[config.mk]
export PLATFORM = sky130hd
export DESIGN_NAME = seg7_hex_sequencer_flat
export DESIGN_NICKNAME = d
export VERILOG_FILES = /design/src/rtl/seg7_hex_sequencer_if.sv /design/src/rtl/seg7_hex_sequencer.sv /design/src/flat_wrapper.sv
export SDC_FILE = /design/constraint.sdc
export NUM_CORES = 1
export LEC_CHECK = 0
export CAP_MARGIN = 20
export CORE_ASPECT_RATIO = 1.4
export CORE_MARGIN = 3
export CORE_UTILIZATION = 40
export CTS_CLUSTER_SIZE = 24
export DETAILED_ROUTE_END_ITERATION = 10
export GPL_ROUTABILITY_DRIVEN = 0
export MAX_ROUTING_LAYER = met4
export PLACE_DENSITY = 0.67
export RECOVER_POWER = 100
export SETUP_SLACK_MARGIN = 0.5
export SLEW_MARGIN = 30
export SYNTH_ARGS = -nofsm -noshare
export SYNTH_HDL_FRONTEND = slang
export SYNTH_SLANG_ARGS = --single-unit
[constraint.sdc]
create_clock -name mclk -period 2.8 [get_ports mclk]
set_input_delay 0.84 -clock mclk [delete_from_list [all_inputs] [get_ports mclk]]
set_output_delay 0.84 -clock mclk [all_outputs]
set_load 0.05 [all_outputs]
[src/rtl/seg7_hex_sequencer_if.sv]
// Display-value handshake and peripheral write bus for the 7-segment sequencer.
// Handshake: a value transfers on a cycle where in_valid and in_ready are both high.
interface seg7_hex_sequencer_if;
  logic        in_valid;
  logic [15:0] in_data;
  logic [3:0]  in_dp;
  logic        in_ready;
  logic        blank_lz;
  logic        blink_en;
  logic [7:0]  per_addr;
  logic [15:0] per_din;
  logic        per_en;
  logic [1:0]  per_wen;
  logic        busy;
  logic        done;
  logic [1:0]  state_dbg;

  modport master (
    output in_valid, in_data, in_dp, blank_lz, blink_en,
    input  in_ready, per_addr, per_din, per_en, per_wen, busy, done, state_dbg
  );

  modport slave (
    input  in_valid, in_data, in_dp, blank_lz, blink_en,
    output in_ready, per_addr, per_din, per_en, per_wen, busy, done, state_dbg
  );
endinterface

[src/rtl/seg7_hex_sequencer.sv]
// Converts a 16-bit hex value into four 7-segment bytes and writes them to a
// display peripheral as two 16-bit words, with optional blanking and blinking.
module seg7_hex_sequencer #(
  parameter logic [8:0] BASE_ADDR = 9'h090,
  parameter int         BLINK_W   = 24
) (
  input logic               mclk,
  input logic               puc,
  seg7_hex_sequencer_if.slave bus
);

  typedef enum logic [1:0] {
    IDLE = 2'd0,
    WR0  = 2'd1,
    WR1  = 2'd2,
    DONE = 2'd3
  } state_t;

  localparam logic [7:0] ADDR0 = BASE_ADDR[8:1];
  localparam logic [7:0] ADDR1 = BASE_ADDR[8:1] + 8'd1;

  function automatic logic [7:0] hex_seg(input logic [3:0] n);
    logic [7:0] s;
    case (n)
      4'h0: s = 8'hFC;
      4'h1: s = 8'h60;
      4'h2: s = 8'hDA;
      4'h3: s = 8'hF2;
      4'h4: s = 8'h66;
      4'h5: s = 8'hB6;
      4'h6: s = 8'hBE;
      4'h7: s = 8'hE0;
      4'h8: s = 8'hFE;
      4'h9: s = 8'hF6;
      4'hA: s = 8'hEE;
      4'hB: s = 8'h3E;
      4'hC: s = 8'h9C;
      4'hD: s = 8'h7A;
      4'hE: s = 8'h9E;
      default: s = 8'h8E;
    endcase
    return s;
  endfunction

  // Blanking only removes segments; the decimal point is ORed in afterwards.
  function automatic logic [31:0] encode(input logic [15:0] d, input logic [3:0] dp,
                                         input logic blank);
    logic [3:0]  bl;
    logic [31:0] r;
    bl[3] = blank & (d[15:12] == 4'h0);
    bl[2] = bl[3] & (d[11:8] == 4'h0);
    bl[1] = bl[2] & (d[7:4] == 4'h0);
    bl[0] = 1'b0;
    for (int k = 0; k < 4; k++) begin
      r[8*k +: 8] = (bl[k] ? 8'h00 : hex_seg(d[4*k +: 4])) | {7'b0, dp[k]};
    end
    return r;
  endfunction

  state_t               state;
  logic [15:0]          cap_data;
  logic [3:0]           cap_dp;
  logic                 cap_blank;
  logic                 loaded;
  logic                 phase;
  logic                 pending;
  logic [BLINK_W-1:0]   cnt;
  logic [7:0]           per_addr_q;
  logic [15:0]          per_din_q;
  logic                 per_en_q;
  logic [1:0]           per_wen_q;
  logic                 done_q;

  logic [31:0] pat_new;
  logic [31:0] pat_cur;
  logic        tick;
  logic        accept;

  assign pat_new = encode(bus.in_data, bus.in_dp, bus.blank_lz);
  assign pat_cur = encode(cap_data, cap_dp, cap_blank);
  assign tick    = (cnt == {BLINK_W{1'b1}});
  assign accept  = bus.in_valid & (state == IDLE);

  assign bus.in_ready  = (state == IDLE);
  assign bus.busy      = (state != IDLE);
  assign bus.state_dbg = state;
  assign bus.per_addr  = per_addr_q;
  assign bus.per_din   = per_din_q;
  assign bus.per_en    = per_en_q;
  assign bus.per_wen   = per_wen_q;
  assign bus.done      = done_q;

  always_ff @(posedge mclk) begin
    if (puc) begin
      state      <= IDLE;
      cap_data   <= 16'h0;
      cap_dp     <= 4'h0;
      cap_blank  <= 1'b0;
      loaded     <= 1'b0;
      phase      <= 1'b1;
      pending    <= 1'b0;
      cnt        <= '0;
      per_addr_q <= 8'h0;
      per_din_q  <= 16'h0;
      per_en_q   <= 1'b0;
      per_wen_q  <= 2'b00;
      done_q     <= 1'b0;
    end else begin
      cnt        <= cnt + {{(BLINK_W-1){1'b0}}, 1'b1};
      per_addr_q <= 8'h0;
      per_din_q  <= 16'h0;
      per_en_q   <= 1'b0;
      per_wen_q  <= 2'b00;
      done_q     <= 1'b0;

      if (!bus.blink_en) begin
        phase   <= 1'b1;
        pending <= 1'b0;
      end else if (tick && loaded && state != IDLE) begin
        pending <= 1'b1;
      end

      case (state)
        IDLE: begin
          if (accept) begin
            cap_data   <= bus.in_data;
            cap_dp     <= bus.in_dp;
            cap_blank  <= bus.blank_lz;
            loaded     <= 1'b1;
            phase      <= 1'b1;
            pending    <= 1'b0;
            state      <= WR0;
            per_en_q   <= 1'b1;
            per_wen_q  <= 2'b11;
            per_addr_q <= ADDR0;
            per_din_q  <= pat_new[15:0];
          end else if (bus.blink_en && loaded && (tick || pending)) begin
            // Currently on means the new phase is off, so write blanks.
            phase      <= ~phase;
            pending    <= 1'b0;
            state      <= WR0;
            per_en_q   <= 1'b1;
            per_wen_q  <= 2'b11;
            per_addr_q <= ADDR0;
            per_din_q  <= phase ? 16'h0000 : pat_cur[15:0];
          end
        end
        WR0: begin
          state      <= WR1;
          per_en_q   <= 1'b1;
          per_wen_q  <= 2'b11;
          per_addr_q <= ADDR1;
          per_din_q  <= phase ? pat_cur[31:16] : 16'h0000;
        end
        WR1: begin
          state  <= DONE;
          done_q <= 1'b1;
        end
        default: state <= IDLE;
      endcase
    end
  end

endmodule
[src/flat_wrapper.sv]
// flat-port wrapper written by rule: the top's interface ports become plain ports
module seg7_hex_sequencer_flat 
#(
  parameter logic [8:0] BASE_ADDR = 9'h090,
  parameter int         BLINK_W   = 24
)
  (mclk, puc, bus_in_valid, bus_in_data, bus_in_dp, bus_blank_lz, bus_blink_en, bus_in_ready, bus_per_addr, bus_per_din, bus_per_en, bus_per_wen, bus_busy, bus_done, bus_state_dbg);
  seg7_hex_sequencer_if bus_i ();
  input logic mclk;
  input logic puc;
  input wire logic [$bits(bus_i.in_valid)-1:0] bus_in_valid;
  input wire logic [$bits(bus_i.in_data)-1:0] bus_in_data;
  input wire logic [$bits(bus_i.in_dp)-1:0] bus_in_dp;
  input wire logic [$bits(bus_i.blank_lz)-1:0] bus_blank_lz;
  input wire logic [$bits(bus_i.blink_en)-1:0] bus_blink_en;
  output wire logic [$bits(bus_i.in_ready)-1:0] bus_in_ready;
  output wire logic [$bits(bus_i.per_addr)-1:0] bus_per_addr;
  output wire logic [$bits(bus_i.per_din)-1:0] bus_per_din;
  output wire logic [$bits(bus_i.per_en)-1:0] bus_per_en;
  output wire logic [$bits(bus_i.per_wen)-1:0] bus_per_wen;
  output wire logic [$bits(bus_i.busy)-1:0] bus_busy;
  output wire logic [$bits(bus_i.done)-1:0] bus_done;
  output wire logic [$bits(bus_i.state_dbg)-1:0] bus_state_dbg;
  assign bus_i.in_valid = bus_in_valid;
  assign bus_i.in_data = bus_in_data;
  assign bus_i.in_dp = bus_in_dp;
  assign bus_i.blank_lz = bus_blank_lz;
  assign bus_i.blink_en = bus_blink_en;
  assign bus_in_ready = bus_i.in_ready;
  assign bus_per_addr = bus_i.per_addr;
  assign bus_per_din = bus_i.per_din;
  assign bus_per_en = bus_i.per_en;
  assign bus_per_wen = bus_i.per_wen;
  assign bus_busy = bus_i.busy;
  assign bus_done = bus_i.done;
  assign bus_state_dbg = bus_i.state_dbg;
  seg7_hex_sequencer #(.BASE_ADDR(BASE_ADDR), .BLINK_W(BLINK_W)) u_core (.mclk(mclk), .puc(puc), .bus(bus_i));
endmodule
**Word level (Yosys, flattened, before mapping)**

Memory sizes are Yosys's and may differ from the RTL's. A register that Yosys moved wholly into a read port is not among the register bits.
Index checks and enable logic that the tools add are counted.

- Flip-flop bits (word level): 78
- Output and inout port bits: 32
- Bits in latches: 0
- Logic and storage cells: 91
- Memories: 6
- ROM bits: 672
- RAM bits: 0

Memory list:

| memory | words | bits a word | read ports | clocked after Yosys merged registers in | wr ports | RTL line | text |
|---|---|---|---|---|---|---|---|
| (no name shown) | 16 | 7 | 1 | 1 | 0 | seg7_hex_sequencer.sv:24 | `case (n)` |
| (no name shown) | 16 | 7 | 1 | 1 | 0 | seg7_hex_sequencer.sv:24 |  |
| (no name shown) | 16 | 7 | 1 | 1 | 0 | seg7_hex_sequencer.sv:24 |  |
| (no name shown) | 16 | 7 | 1 | 1 | 0 | seg7_hex_sequencer.sv:24 |  |
| (no name shown) | 16 | 7 | 1 | 0 | 0 | seg7_hex_sequencer.sv:24 |  |
| (no name shown) | 16 | 7 | 1 | 0 | 0 | seg7_hex_sequencer.sv:24 |  |

- Add/subtract/negate cells: 1
- Multiplexer cells: 39
- Shifts and indexed selects: 0
- Multipliers: 0
- Reductions and logical operators: 14
- Bitwise logic cells: 14
- Eq/ne operators: 4
- Magnitude comparators: 0
- Divide/modulo/power cells: 0

Operators by type and width:

| kind | number |
|---|---|
| 16-bit 2-to-1 mux | 4 |
| 8-bit by 1-bit bitwise OR with 8-bit output | 6 |
| 8-bit 2-to-1 mux | 5 |
| 4-bit 2-to-1 mux | 8 |
| 16-bit case mux with 2 select lines | 1 |
| 24-bit by 1-bit adder with 24-bit output, second input constant | 1 |
| 24-bit equality test, second input constant | 1 |
| 4-bit logical NOT | 6 |
| 8-bit case mux with 2 select lines | 1 |
| 1-bit 2-to-1 mux | 12 |
| 2-bit 2-to-1 mux | 4 |
| 1-bit AND | 7 |
| 7-bit 2-to-1 mux | 1 |
| 2-bit case mux with 3 select lines | 1 |
| 1-bit logical AND | 4 |
| 2-bit case mux with 2 select lines | 1 |
| 3-bit by 1-bit inequality test with 1-bit output, second input constant | 1 |
| 2-bit by 1-bit equality test with 1-bit output, second input constant | 1 |
| 2-bit equality test, second input constant | 1 |
| 2-bit logical NOT | 1 |
| 1-bit case mux with 2 select lines | 1 |
| 2-bit AND reduction | 1 |
| 2-bit nonzero test | 1 |
| 1-bit logical OR | 1 |
| 1-bit NOT | 1 |

**Depth between registers and ports, before layout**

- Depth in word-level cells: 10
- Mapped depth: 12
- Gate-level depth less buffers: 10

**Worst setup path before layout**

OpenSTA, ideal clock, no wires.

- Path type: register -> register
- Start: register u_core.state[0] (netlist: u_core.bus.state_dbg[0])
- End: register (tool-made name)
- Slack: -0.446 ns
- Arrival time: 3.189 ns
- Cell stages (with the launch flop): 12
- Cells stage by stage: dfxtp_1 > inv_1 > ha_1 > buf_4 > buf_4 > nand2_1 > nand2_1 > a21oi_1 > inv_1 > ha_1 > mux4_2 > inv_1

RTL lines:

| element | RTL line | text |
|---|---|---|
| start, declared | seg7_hex_sequencer.sv:60 | `state_t state;` |
| start signal, assigned | seg7_hex_sequencer.sv:95 | `state <= IDLE;` |
| start signal, assigned | seg7_hex_sequencer.sv:132 | `state <= WR0;` |
| start signal, assigned | seg7_hex_sequencer.sv:141 | `state <= WR0;` |

**Worst setup path in the final report**

- Start: input port bus_blink_en
- End: register u_core.per_din_q[4] (netlist: u_core.bus.per_din[4])

- Cells in the longest elaborated chain, start to end: 5

RTL lines:

| element | RTL line | text |
|---|---|---|
| start, declared | flat_wrapper.sv:15 | `input wire logic [$bits(bus_i.blink_en)-1:0] bus_blink_en;` |
| 1-bit logical AND (2 in a row) | seg7_hex_sequencer.sv:137 | `end else if (bus.blink_en && loaded && (tick \|\| pending)) begin` |
| 16-bit 2-to-1 mux | seg7_hex_sequencer.sv:137 |  |
| 16-bit 2-to-1 mux | seg7_hex_sequencer.sv:125 | `if (accept) begin` |
| 16-bit case mux with 2 select lines | seg7_hex_sequencer.sv:123 | `case (state)` |
| end signal, assigned | seg7_hex_sequencer.sv:136 | `per_din_q <= pat_new[15:0];` |
| end signal, assigned | seg7_hex_sequencer.sv:145 | `per_din_q <= phase ? 16'h0000 : pat_cur[15:0];` |
| end signal, assigned | seg7_hex_sequencer.sv:153 | `per_din_q <= phase ? pat_cur[31:16] : 16'h0000;` |
| end, declared | seg7_hex_sequencer.sv:69 | `logic [15:0] per_din_q;` |

No other way between the ends.
A chain may end at the register's enable or synchronous reset.

==> run summary <==
Top-count cell post-synth - dfxtp_1
Req. time, crit path - 3.06 ns
Clock root cell - clkbuf_16
CTS tree - yes
Via count - 4367
Clock latency on the worst-skew pair - 0.34 ns
Top delay family on crit path - compound AO/OA/AOI/OAI gates
Max clock buf depth - 2
Power per standard cell area - 834.7 mW/mm2
Pin count of the biggest net entering global routing - 70
ANT nets after route - 0
Measured slew at the worst slew-check pin - 0.6065 ns
Syn Area/Cell - 8.946 um2
First-pass GRT wire length - 19.56 mm
Hold buffer count at CTS - 0
Setup Viol. Count Final - 0
Most used cell, CP - o21ai_1
CP startpoint kind - primary input
Number of global-route vias before repair - 4264
Fin nets - 736
Clock slew seen by the registers of the worst setup and hold paths - 0.06 ns
Async S/R FF share, synth - 0%
Worst path slowest cell - clkdlybuf4s50_1
Synth Register Bits - 97
Synth top cells by count - 97 x dfxtp_1, 52 x nor2_1, 44 x ha_1
Gr usage total - 17.33%
Class of the worst hold path - reg -> reg
Netlist cell types - 59
Cells after synthesis - 580
N_diodes - 0
DRC Markers - 0
Worst Reg-to-Reg Cells - 11
Slew Viols, Final - 0
IO Port Bufs - 51
Drt wl/cell - 14.79 um
Netlist Area Pre-Place - 0.005189 mm2
Final WL - 12.16 mm
Status - finished clean
Initial DRC Count - 130
Syn-to-layout area delta - 25.10%
Worst Clk Skew - 0.01060 ns
Top cell type by total area after synthesis - dfxtp_1
Initial Util - 41.54%
Post-synth EDFFs - 0
Pwr Total - 5418 uW
Vias per inst - 5.313
Die area - 0.01439 mm2
WS Path Type - in -> reg
GRT overflow - 0
Slowest cell delay on critical path - 0.50 ns
Chip Width - 102.3 um
Site Rows - 48
Worst relative slew slack - 59.74%
Hold Path Stages - 2
Stages on worst setup path - 6
Period minus WS final - 2.448 ns
Lkg Pwr - 0.002692 uW
Fin. Hold Viols - 0
Crit end category - flop
Core Area - 0.01249 mm2
Placement-stage cell area - 0.006166 mm2
Detailed Place HPWL - 9.147 mm
CTS Buf Count - 9
# IOs - 57
Clock Sinks - 97
Top_reg_cell synth - dfxtp_1
Layout Cell Area excl Fill - 0.006491 mm2
Post-synth top area share - 37.42%
Ys Warns - 0
Synth area leaders - dfxtp_1 37%, ha_1 11%, a21oi_1 3.9%
CP Cell Sequence - clkdlybuf4s50_1 > nand3_1 > or4_4 > o21ai_1 > o21ai_2 > o21ai_1
Chip height - 140.8 um
MaxCap Viol Count - 0
Fillers - 1171
Crit share post-route - 87.41%
RSZ-0062 raised after global routing - false
Crit path buffers/inverters - 1
Share of layout cells above drive strength 1 - 19.49%
# H-tree levels - 3
Worst path arrival time - 2.71 ns
Register area share after synthesis - 37.42%
Peak supply drop - 402.9 uV
Peak Freq - 0.4086 GHz
Detailed-router iteration count before antenna repair - 4
Initial antenna violation count - 0
Peak fanout along the critical path - 9
cell families after synthesis:
logic type	Yosys count	synth area share [%]
simple gates	189	18.35
compound gates	127	16.54
flops	97	37.42
buf+inv	72	6.390
fa+ha+maj	44	10.61
mux	30	7.234
xor+xnor	20	3.376
other cells	1	0.07227
routing by layer:
metal	GRT usage, %	wire, um	up-vias
met5	-	0	-
met4	5.321	178	0
met3	3.119	414	17
met2	30.42	6372	79
met1	19.75	5191	2082
li1	-	-	2189
per-stage QoR:
step	utilization [%]	setup TNS [ns]	worst slack [ns]	cells	hold WS, ns
floorplan	-	0	0.3816	584	0.4074
global placement	49.36	-0.1327	-0.04985	795	0.4328
detailed placement	49.36	-0.4531	-0.1035	795	0.4367
CTS	52.02	0	0.5009	816	0.4552
global route	51.96	0	0.2323	822	0.4688
finish	51.96	0	0.3524	822	0.4537
path summary, 6_finish.rpt:
path | startpoint | end | slack [ns]
min reg2reg | flop | u_core.bus.per_din[7] | 0.45
min | flop | u_core.bus.per_din[7] | 0.45
max | bus_blink_en | u_core.bus.per_din[4] | 0.35
max reg2reg | u_core.bus.state_dbg[0] | flop | 0.40
power by group:
group | switching [uW] | total [uW] | internal, uW
clock network | 534 | 1160 | 629
logic | 1520 | 2460 | 937
registers | 117 | 1800 | 1680
total | 2170 | 5420 | 3250
worst register-to-register path: stages, from the launching register on:
cell and delay [ns]:
dfxtp_1 0.36, inv_1 0.14, ha_4 0.22, and2_0 0.36, nand2_1 0.12, a21oi_1 0.22
clkbuf_1 0.22, ha_1 0.21, buf_4 0.12, nand2_1 0.07, o21a_1 0.12, o21a_1 0.16
cell usage in the layout, fill, tap and decap left out, types with 12 or more instances in the layout:
master / count
dfxtp_1: 97
a21oi_1: 37
buf_4: 50
nand3_1: 24
nor2b_1: 16
ha_1: 40
a31oi_1: 13
dlygate4sd2_1: 20
mux2i_1: 14
nand2_1: 39
nor2_1: 48
xnor2_1: 12
clkdlybuf4s50_1: 14
inv_1: 26
clkbuf_1: 12
cell type report:
| class | instances | area, um2 | share of cell area (%) |
|---|---|---|---|
| Tap cell | 150 | 187.7 | 2.891 |
| Inverter | 33 | 125.1 | 1.928 |
| Multi-Input combinational cell | 416 | 3057 | 47.09 |
| Timing Repair Buffer | 110 | 899.6 | 13.86 |
| Clock buffer | 10 | 239.0 | 3.682 |
| Clock inverter | 6 | 41.29 | 0.6361 |
| Sequential cell | 97 | 1942 | 29.92 |
what timing repair did:
item	in CTS	in global routing
pin swaps	6	9
gates resized for setup	29	32
endpoints found under the setup margin	49	29
gates cloned	1	0
setup buffers	4	6
Power figures use the tool's default switching activity.
